## config.mk

```make
export PLATFORM = sky130hd
export DESIGN_NAME = aukv_gpr_regfile_sb
export DESIGN_NICKNAME = d
export VERILOG_FILES = /design/src/rtl/aukv_pkg.sv /design/src/rtl/aukv_rf_rdport.sv /design/src/rtl/aukv_gpr_regfile_sb.sv
export SDC_FILE = /design/constraint.sdc
export NUM_CORES = 2
export LEC_CHECK = 0
export BUFFER_PORTS_ARGS = -buffer_cell sky130_fd_sc_hd__buf_2
export CAP_MARGIN = 30
export CELL_PAD_IN_SITES_DETAIL_PLACEMENT = 2
export CELL_PAD_IN_SITES_GLOBAL_PLACEMENT = 2
export CORE_ASPECT_RATIO = 0.8
export CORE_MARGIN = 8
export CORE_UTILIZATION = 36
export DETAILED_ROUTE_END_ITERATION = 8
export PLACE_DENSITY_LB_ADDON = 0.1
export SLEW_MARGIN = 10
export SYNTH_ARGS = -nofsm -noshare
export SYNTH_HDL_FRONTEND = slang
export SYNTH_HIERARCHICAL = 1
export SYNTH_SLANG_ARGS = --single-unit
```

## constraint.sdc

```tcl
create_clock -name i_clk -period 2 [get_ports i_clk]
set_input_delay 0.3 -clock i_clk [delete_from_list [all_inputs] [get_ports i_clk]]
set_output_delay 0.3 -clock i_clk [all_outputs]
set_load 0.03 [all_outputs]
```

## src/rtl/aukv_pkg.sv

```systemverilog
// Shared constants for the AUKV integer register file: datapath width,
// legal register-file depths and the hard-wired zero register.
package aukv_pkg;

  localparam int unsigned XLEN       = 32;
  localparam int unsigned NREG_RV32E = 16;
  localparam int unsigned NREG_RV32I = 32;
  localparam int unsigned REG0_ADDR  = 0;

  function automatic bit nreg_is_legal(input int unsigned n);
    return (n == NREG_RV32E) || (n == NREG_RV32I);
  endfunction

endpackage

```

## src/rtl/aukv_rf_rdport.sv

```systemverilog
// One combinational read port: array mux, write-through bypass (port 1 wins)
// and busy qualification against same-cycle writebacks.
module aukv_rf_rdport
  import aukv_pkg::*;
#(
  parameter int unsigned XLEN = aukv_pkg::XLEN,
  parameter int unsigned NREG = 32,
  parameter int unsigned AW   = 5
) (
  input  logic [AW-1:0]        i_addr,
  input  logic [NREG*XLEN-1:0] i_rf_flat,
  input  logic [NREG-1:0]      i_busy,
  input  logic                 i_w0_en,
  input  logic [AW-1:0]        i_w0_addr,
  input  logic [XLEN-1:0]      i_w0_data,
  input  logic                 i_w1_en,
  input  logic [AW-1:0]        i_w1_addr,
  input  logic [XLEN-1:0]      i_w1_data,
  output logic [XLEN-1:0]      o_data,
  output logic                 o_busy
);

  logic            w_is_x0;
  logic            w_hit0;
  logic            w_hit1;
  logic [XLEN-1:0] w_rf_word;

  assign w_is_x0   = (i_addr == AW'(REG0_ADDR));
  assign w_hit0    = i_w0_en && (i_w0_addr == i_addr) && !w_is_x0;
  assign w_hit1    = i_w1_en && (i_w1_addr == i_addr) && !w_is_x0;
  assign w_rf_word = i_rf_flat[i_addr*XLEN +: XLEN];

  always_comb begin
    o_data = w_rf_word;
    if (w_is_x0)     o_data = '0;
    else if (w_hit1) o_data = i_w1_data;
    else if (w_hit0) o_data = i_w0_data;
  end

  // A pending register being written back this cycle is already resolved.
  assign o_busy = i_busy[i_addr] && !w_hit0 && !w_hit1 && !w_is_x0;

endmodule

```

## src/rtl/aukv_gpr_regfile_sb.sv

```systemverilog
// Integer register file with two write ports, NRP bypassed read ports and a
// per-register pending-write scoreboard.
module aukv_gpr_regfile_sb
  import aukv_pkg::*;
#(
  parameter int unsigned XLEN = aukv_pkg::XLEN,
  parameter int unsigned NREG = 32,
  parameter int unsigned AW   = 5,
  parameter int unsigned NRP  = 2
) (
  input  logic                i_clk,
  input  logic                i_rstn,
  input  logic [NRP*AW-1:0]   i_rs_addr,
  output logic [NRP*XLEN-1:0] o_rs_data,
  output logic [NRP-1:0]      o_rs_busy,
  input  logic                i_w0_en,
  input  logic [AW-1:0]       i_w0_addr,
  input  logic [XLEN-1:0]     i_w0_data,
  input  logic                i_w1_en,
  input  logic [AW-1:0]       i_w1_addr,
  input  logic [XLEN-1:0]     i_w1_data,
  input  logic                i_sb_set,
  input  logic [AW-1:0]       i_sb_addr,
  input  logic                i_flush,
  output logic                o_any_busy
);

  logic [XLEN-1:0]      r_rf [NREG];
  logic [NREG-1:0]      r_busy;
  logic [NREG*XLEN-1:0] w_rf_flat;

  // Entry 0 is only ever loaded by reset, so it stays zero.
  always_ff @(posedge i_clk or negedge i_rstn) begin
    if (!i_rstn) begin
      for (int unsigned i = 0; i < NREG; i++) r_rf[i] <= '0;
    end else begin
      for (int unsigned i = REG0_ADDR + 1; i < NREG; i++) begin
        if (i_w1_en && (i_w1_addr == AW'(i)))      r_rf[i] <= i_w1_data;
        else if (i_w0_en && (i_w0_addr == AW'(i))) r_rf[i] <= i_w0_data;
      end
    end
  end

  always_ff @(posedge i_clk or negedge i_rstn) begin
    if (!i_rstn) begin
      r_busy <= '0;
    end else if (i_flush) begin
      r_busy <= '0;
    end else begin
      for (int unsigned i = REG0_ADDR + 1; i < NREG; i++) begin
        if (i_sb_set && (i_sb_addr == AW'(i)))
          r_busy[i] <= 1'b1;
        else if ((i_w0_en && (i_w0_addr == AW'(i))) || (i_w1_en && (i_w1_addr == AW'(i))))
          r_busy[i] <= 1'b0;
      end
    end
  end

  always_comb begin
    w_rf_flat = '0;
    for (int unsigned i = 0; i < NREG; i++) w_rf_flat[i*XLEN +: XLEN] = r_rf[i];
  end

  assign o_any_busy = |r_busy;

  for (genvar k = 0; k < NRP; k++) begin : g_rdport
    aukv_rf_rdport #(
      .XLEN(XLEN),
      .NREG(NREG),
      .AW  (AW)
    ) u_rdport (
      .i_addr   (i_rs_addr[k*AW +: AW]),
      .i_rf_flat(w_rf_flat),
      .i_busy   (r_busy),
      .i_w0_en  (i_w0_en),
      .i_w0_addr(i_w0_addr),
      .i_w0_data(i_w0_data),
      .i_w1_en  (i_w1_en),
      .i_w1_addr(i_w1_addr),
      .i_w1_data(i_w1_data),
      .o_data   (o_rs_data[k*XLEN +: XLEN]),
      .o_busy   (o_rs_busy[k])
    );
  end

endmodule

```

==> impl_summary.md <==
STA
At the pin with the least slew margin, the transition time is 0.947 ns. The aggregate negative setup slack is -56.62 ns. Hold timing on the final database bottoms out at a slack of 0.0236 ns. The number of failing hold endpoints at the final stage is 0. Setup repair after global routing could not meet its margin everywhere. The maximum clock skew at final layout is 0 ns. The timing-limited maximum frequency is 295 MHz.

Subtracting the final worst setup slack from the clock period gives 3.39 ns. The worst path uses 169% of the clock period. The count of pins over their slew limit is 0. The headroom to the max-slew limit is 36.7%. Setup violations remaining at the end of the flow were counted as 67. The post-layout worst setup margin is -1.39 ns.

Critical path
For flop-to-flop paths, the worst setup slack is 0.90 ns. The buffer and inverter count on the worst path is 3. The required time of the critical path is 1.70 ns. The top cell family by delay on the critical path is multiplexers. In this run the worst path has a maximum fanout of 3. For the worst setup path, the data arrival time is 3.09 ns. The slowest cell on the critical path is sky130_fd_sc_hd__mux4_2. Traced cell by cell, the critical path runs through buf_4 -> mux4_2 -> mux4_2 -> mux2i_4 -> buf_6 -> nor4_4 -> buf_4. The category of the worst setup path launch point is a flip-flop. The critical path is of the reg2out type. The longest individual stage delay on the worst path is 0.53 ns. The category of the worst setup path capture point is an output pin.

Placed design
The worst setup timing slack at the placement stage is -1.04 ns. Including well taps, the total number of placed cells is 11100. At the end of routability-driven placement, the weighted congestion stood at 0.972.

The detailed-placement wirelength estimate is 317000 um. In this run the tool buffered the top-level ports with 161 buffer cells.

GRT
Entering global routing, the biggest net connects 77 pins. The initial antenna violation count is 38. The wire length of the first global-routing pass is 689000 um. The combined global-route utilization of all metal layers is 45.1%. The total overflow reported by the global router is 0. The number of global-route vias before repair is 88700.

Synth
The Yosys step of the flow raised 70 warnings. Counting flops and latches in the post-synthesis netlist gives 1023. In the post-synthesis netlist, the biggest area contributors are sky130_fd_sc_hd__dfrtp_1 (36%), sky130_fd_sc_hd__mux2i_1 (11%), sky130_fd_sc_hd__a31oi_1 (8.9%), sky130_fd_sc_hd__o21ai_0 (7.5%), sky130_fd_sc_hd__nor3_1 (7.1%). The post-synthesis sequential area ratio is 36.5%.

The number of distinct library cell variants in the gate-level netlist after synthesis is 55. Yosys mapped a number of flops with a built-in enable equal to 0. The share of the synthesized area in the top cell type is 36.5%.

The post-synthesis async set-or-reset flop share is 100%. The biggest area contributor in the post-synthesis netlist is sky130_fd_sc_hd__dfrtp_1. In the synthesized netlist the dominant register cell turns out to be sky130_fd_sc_hd__dfrtp_1. Averaged over all synthesized cells, the footprint is 8.37 sq um. After technology mapping, the gate count stands at 8385. The mapped cell area is 70200 sq um.

Power
Dividing total power by cell area gives a power density of 893 nW/um^2. In this run the static leakage power is 34.9 nW. The maximum vdd ir drop is 0.838 mV.

Final layout
The layout net count is 8772. The layout cell share with drive strength beyond 1 is 22.2%. Fill cells in the final layout number 20600. Leaving out filler cells and counting taps, the final layout contains 11400. The area growth from synthesis to final layout is 27.7%.

Job
The number of violations of the max-capacitance limit is 0.

Floorplanning
162 I/O pins were placed. Once the floorplan was initialized, standard cells occupied 36.1% of the core. The number of placement rows is 145. From bottom edge to top edge, the die measures 411 um. The region available for standard cell placement spans 194000 sq um. The chip width is 510 um. The floorplan step defined a die boundary enclosing 209000 sq um.

Clock network
The clock edge transition at the registers on the reported setup and hold paths is 0.07 ns. The buffer type at the clock tree root is sky130_fd_sc_hd__clkbuf_16. No sink is reached through more buffers than the 3 on the longest clock path. The number of clock sinks is 1023.

The H-tree was split into 3 levels. The number of buffers created by CTS is 121. The TritonCTS clock tree is done.

Clock latency on the worst-skew pair, taken at its later pin, is 0.80 ns.

Detailed routing
The total number of vias is 84700. The routed wirelength normalized by instance count is 43.1 um. Before antenna repair, the detailed router went through 7 iterations. In the routed design, unresolved DRC markers number 0.

After detailed routing, the number of vias per cell comes to 7.44. In this run, the number of DRC markers left after iteration 0 of detailed routing was 11100. Once detail routing completed, the nets flagged for antenna violations numbered 0.

The total wirelength of the detailed-routed design is 490000 um.

Run status
The flow ran to the end, but the final reports show violations. The final reports fail on negative setup slack.

Worst hold path
The path category of the worst min-delay check is in2reg.
## worst register-to-register path, delay by kind of cell (launching register included)
family / cells / cell delay, ns
flops: 1 / 0.38
buf+inv: 2 / 0.23
compound gates: 1 / 0.37
## Yosys cell counts, types with 5 or more instances
| master | number |
|---|---|
| sky130_fd_sc_hd__buf_6 | 43 |
| sky130_fd_sc_hd__clkbuf_1 | 859 |
| sky130_fd_sc_hd__nor3b_1 | 34 |
| sky130_fd_sc_hd__a221oi_1 | 124 |
| sky130_fd_sc_hd__nand4b_1 | 8 |
| sky130_fd_sc_hd__o21ai_1 | 73 |
| sky130_fd_sc_hd__xor2_1 | 8 |
| sky130_fd_sc_hd__a21oi_1 | 66 |
| sky130_fd_sc_hd__o32ai_1 | 31 |
| sky130_fd_sc_hd__a31oi_1 | 994 |
| sky130_fd_sc_hd__a22oi_1 | 126 |
| sky130_fd_sc_hd__nor3_1 | 994 |
| sky130_fd_sc_hd__nand4bb_1 | 6 |
| sky130_fd_sc_hd__and3b_1 | 64 |
| sky130_fd_sc_hd__nor2_1 | 8 |
| sky130_fd_sc_hd__or2_2 | 22 |
| sky130_fd_sc_hd__and3_1 | 36 |
| sky130_fd_sc_hd__nand2_1 | 1126 |
| sky130_fd_sc_hd__buf_4 | 42 |
| sky130_fd_sc_hd__and4_1 | 64 |
| sky130_fd_sc_hd__or3_1 | 6 |
| sky130_fd_sc_hd__xnor2_1 | 12 |
| sky130_fd_sc_hd__o21ai_0 | 1047 |
| sky130_fd_sc_hd__or2_1 | 16 |
| sky130_fd_sc_hd__mux2i_1 | 766 |
| sky130_fd_sc_hd__nor4_1 | 11 |
| sky130_fd_sc_hd__nand3_1 | 76 |
| sky130_fd_sc_hd__inv_1 | 33 |
| sky130_fd_sc_hd__buf_1 | 93 |
| sky130_fd_sc_hd__buf_2 | 99 |
| sky130_fd_sc_hd__a211oi_1 | 62 |
| sky130_fd_sc_hd__dfrtp_1 | 1023 |
| sky130_fd_sc_hd__clkbuf_2 | 42 |
| sky130_fd_sc_hd__and4b_1 | 5 |
| sky130_fd_sc_hd__nand2b_1 | 8 |
| sky130_fd_sc_hd__o22ai_1 | 155 |
| sky130_fd_sc_hd__mux4_2 | 148 |
| sky130_fd_sc_hd__nor2b_1 | 9 |
| sky130_fd_sc_hd__nand4_1 | 6 |
## state kept, by name (all words and copies together), names as in the netlist
register	cells
r_busy	31
r_rf	992
## metal layers
metal | global-route usage [%] | wire length (um)
met5 | 0 | 73
met3 | 14.5 | 59100
met1 | 56.8 | 187000
met2 | 64.6 | 204000
met4 | 32.7 | 40900
## path summary, 6_finish.rpt
check | startpoint | end | cells past startpoint
max reg2reg | r_busy[16] | r_busy[16] | 3
min reg2reg | r_rf[624] | r_rf[624] | 2
min in group asynchronous | i_rstn | r_rf[714] | 3
max | r_busy[11] | o_rs_busy[1] | 7
max in group asynchronous | i_rstn | r_rf[657] | 3
min | i_w0_data[27] | r_rf[411] | 4
## placed cells by master (no fill, tap or decap), types with 34 or more instances in the layout
cell type                   Yosys  layout
sky130_fd_sc_hd__nand3_1       76      61
sky130_fd_sc_hd__o21ai_0     1047    1024
sky130_fd_sc_hd__clkbuf_16      0     122
sky130_fd_sc_hd__a221oi_1     124     116
sky130_fd_sc_hd__buf_2         99      94
sky130_fd_sc_hd__a211oi_2       0      48
sky130_fd_sc_hd__mux4_2       148     148
sky130_fd_sc_hd__nor3_1       994     994
sky130_fd_sc_hd__and4_4         0      60
sky130_fd_sc_hd__nand2_1     1126    1121
sky130_fd_sc_hd__buf_12         0     414
sky130_fd_sc_hd__and3b_1       64      64
sky130_fd_sc_hd__a21oi_1       66      55
sky130_fd_sc_hd__clkbuf_8       0      37
sky130_fd_sc_hd__o21ai_4        0      64
sky130_fd_sc_hd__diode_2        0      40
sky130_fd_sc_hd__conb_1         1      66
sky130_fd_sc_hd__dfrtp_1     1023    1023
sky130_fd_sc_hd__o22ai_1      155     155
sky130_fd_sc_hd__a31oi_1      994     994
sky130_fd_sc_hd__a22oi_1      126     124
sky130_fd_sc_hd__mux2i_1      766     764
sky130_fd_sc_hd__clkbuf_1     859      34
sky130_fd_sc_hd__buf_6         43      78
sky130_fd_sc_hd__buf_4         42     689
## timing repair
action / CTS / global route
endpoints found under the setup margin: 67 / 67
setup buffers: 10 / 21
hold endpoints to repair: 656 / 0
gates resized for setup: 333 / 25
hold buffers: 7 / 0
gates cloned: 0 / 0
pin swaps: 145 / 41
## per-stage QoR
step	util [%]	area [sq um]	power, mW
after floorplan	-	71500	43.3
after global placement	43.2	84000	52.4
after detailed placement	43.2	84000	54.0
after CTS	45.9	89200	78.7
after global routing	46.0	89500	82.0
final	46.1	89600	80.0
## area by class of cell
type / count / area, sq um / area share, %
multi-input cells: 6210 / 41600 / 46.4
well taps: 2572 / 3220 / 3.59
inverters: 33 / 124 / 0.138
clock inverters: 28 / 309 / 0.345
diodes: 40 / 100 / 0.112
flip-flops and latches: 1023 / 25600 / 28.6
clock buffers: 193 / 3690 / 4.12
repair buffers: 1288 / 14900 / 16.7
## cell families after synthesis
logic type                share of synthesized area [%]
DFF                                                36.5
AOI/OAI and AO/OA                                  22.8
and+or+nand+nor                                    17.3
muxes                                              15.7
xor gates and xnor gates                          0.250
buffers and inverters                              7.52
other                                           0.00535
## where the power goes
| part | internal (mW) | switching (mW) |
|---|---|---|
| Combinational | 10.6 | 14.3 |
| Sequential | 26.1 | 5.19 |
| Clock | 13.2 | 10.6 |
| Total | 49.9 | 30.1 |
Power figures use the tool's default switching activity.
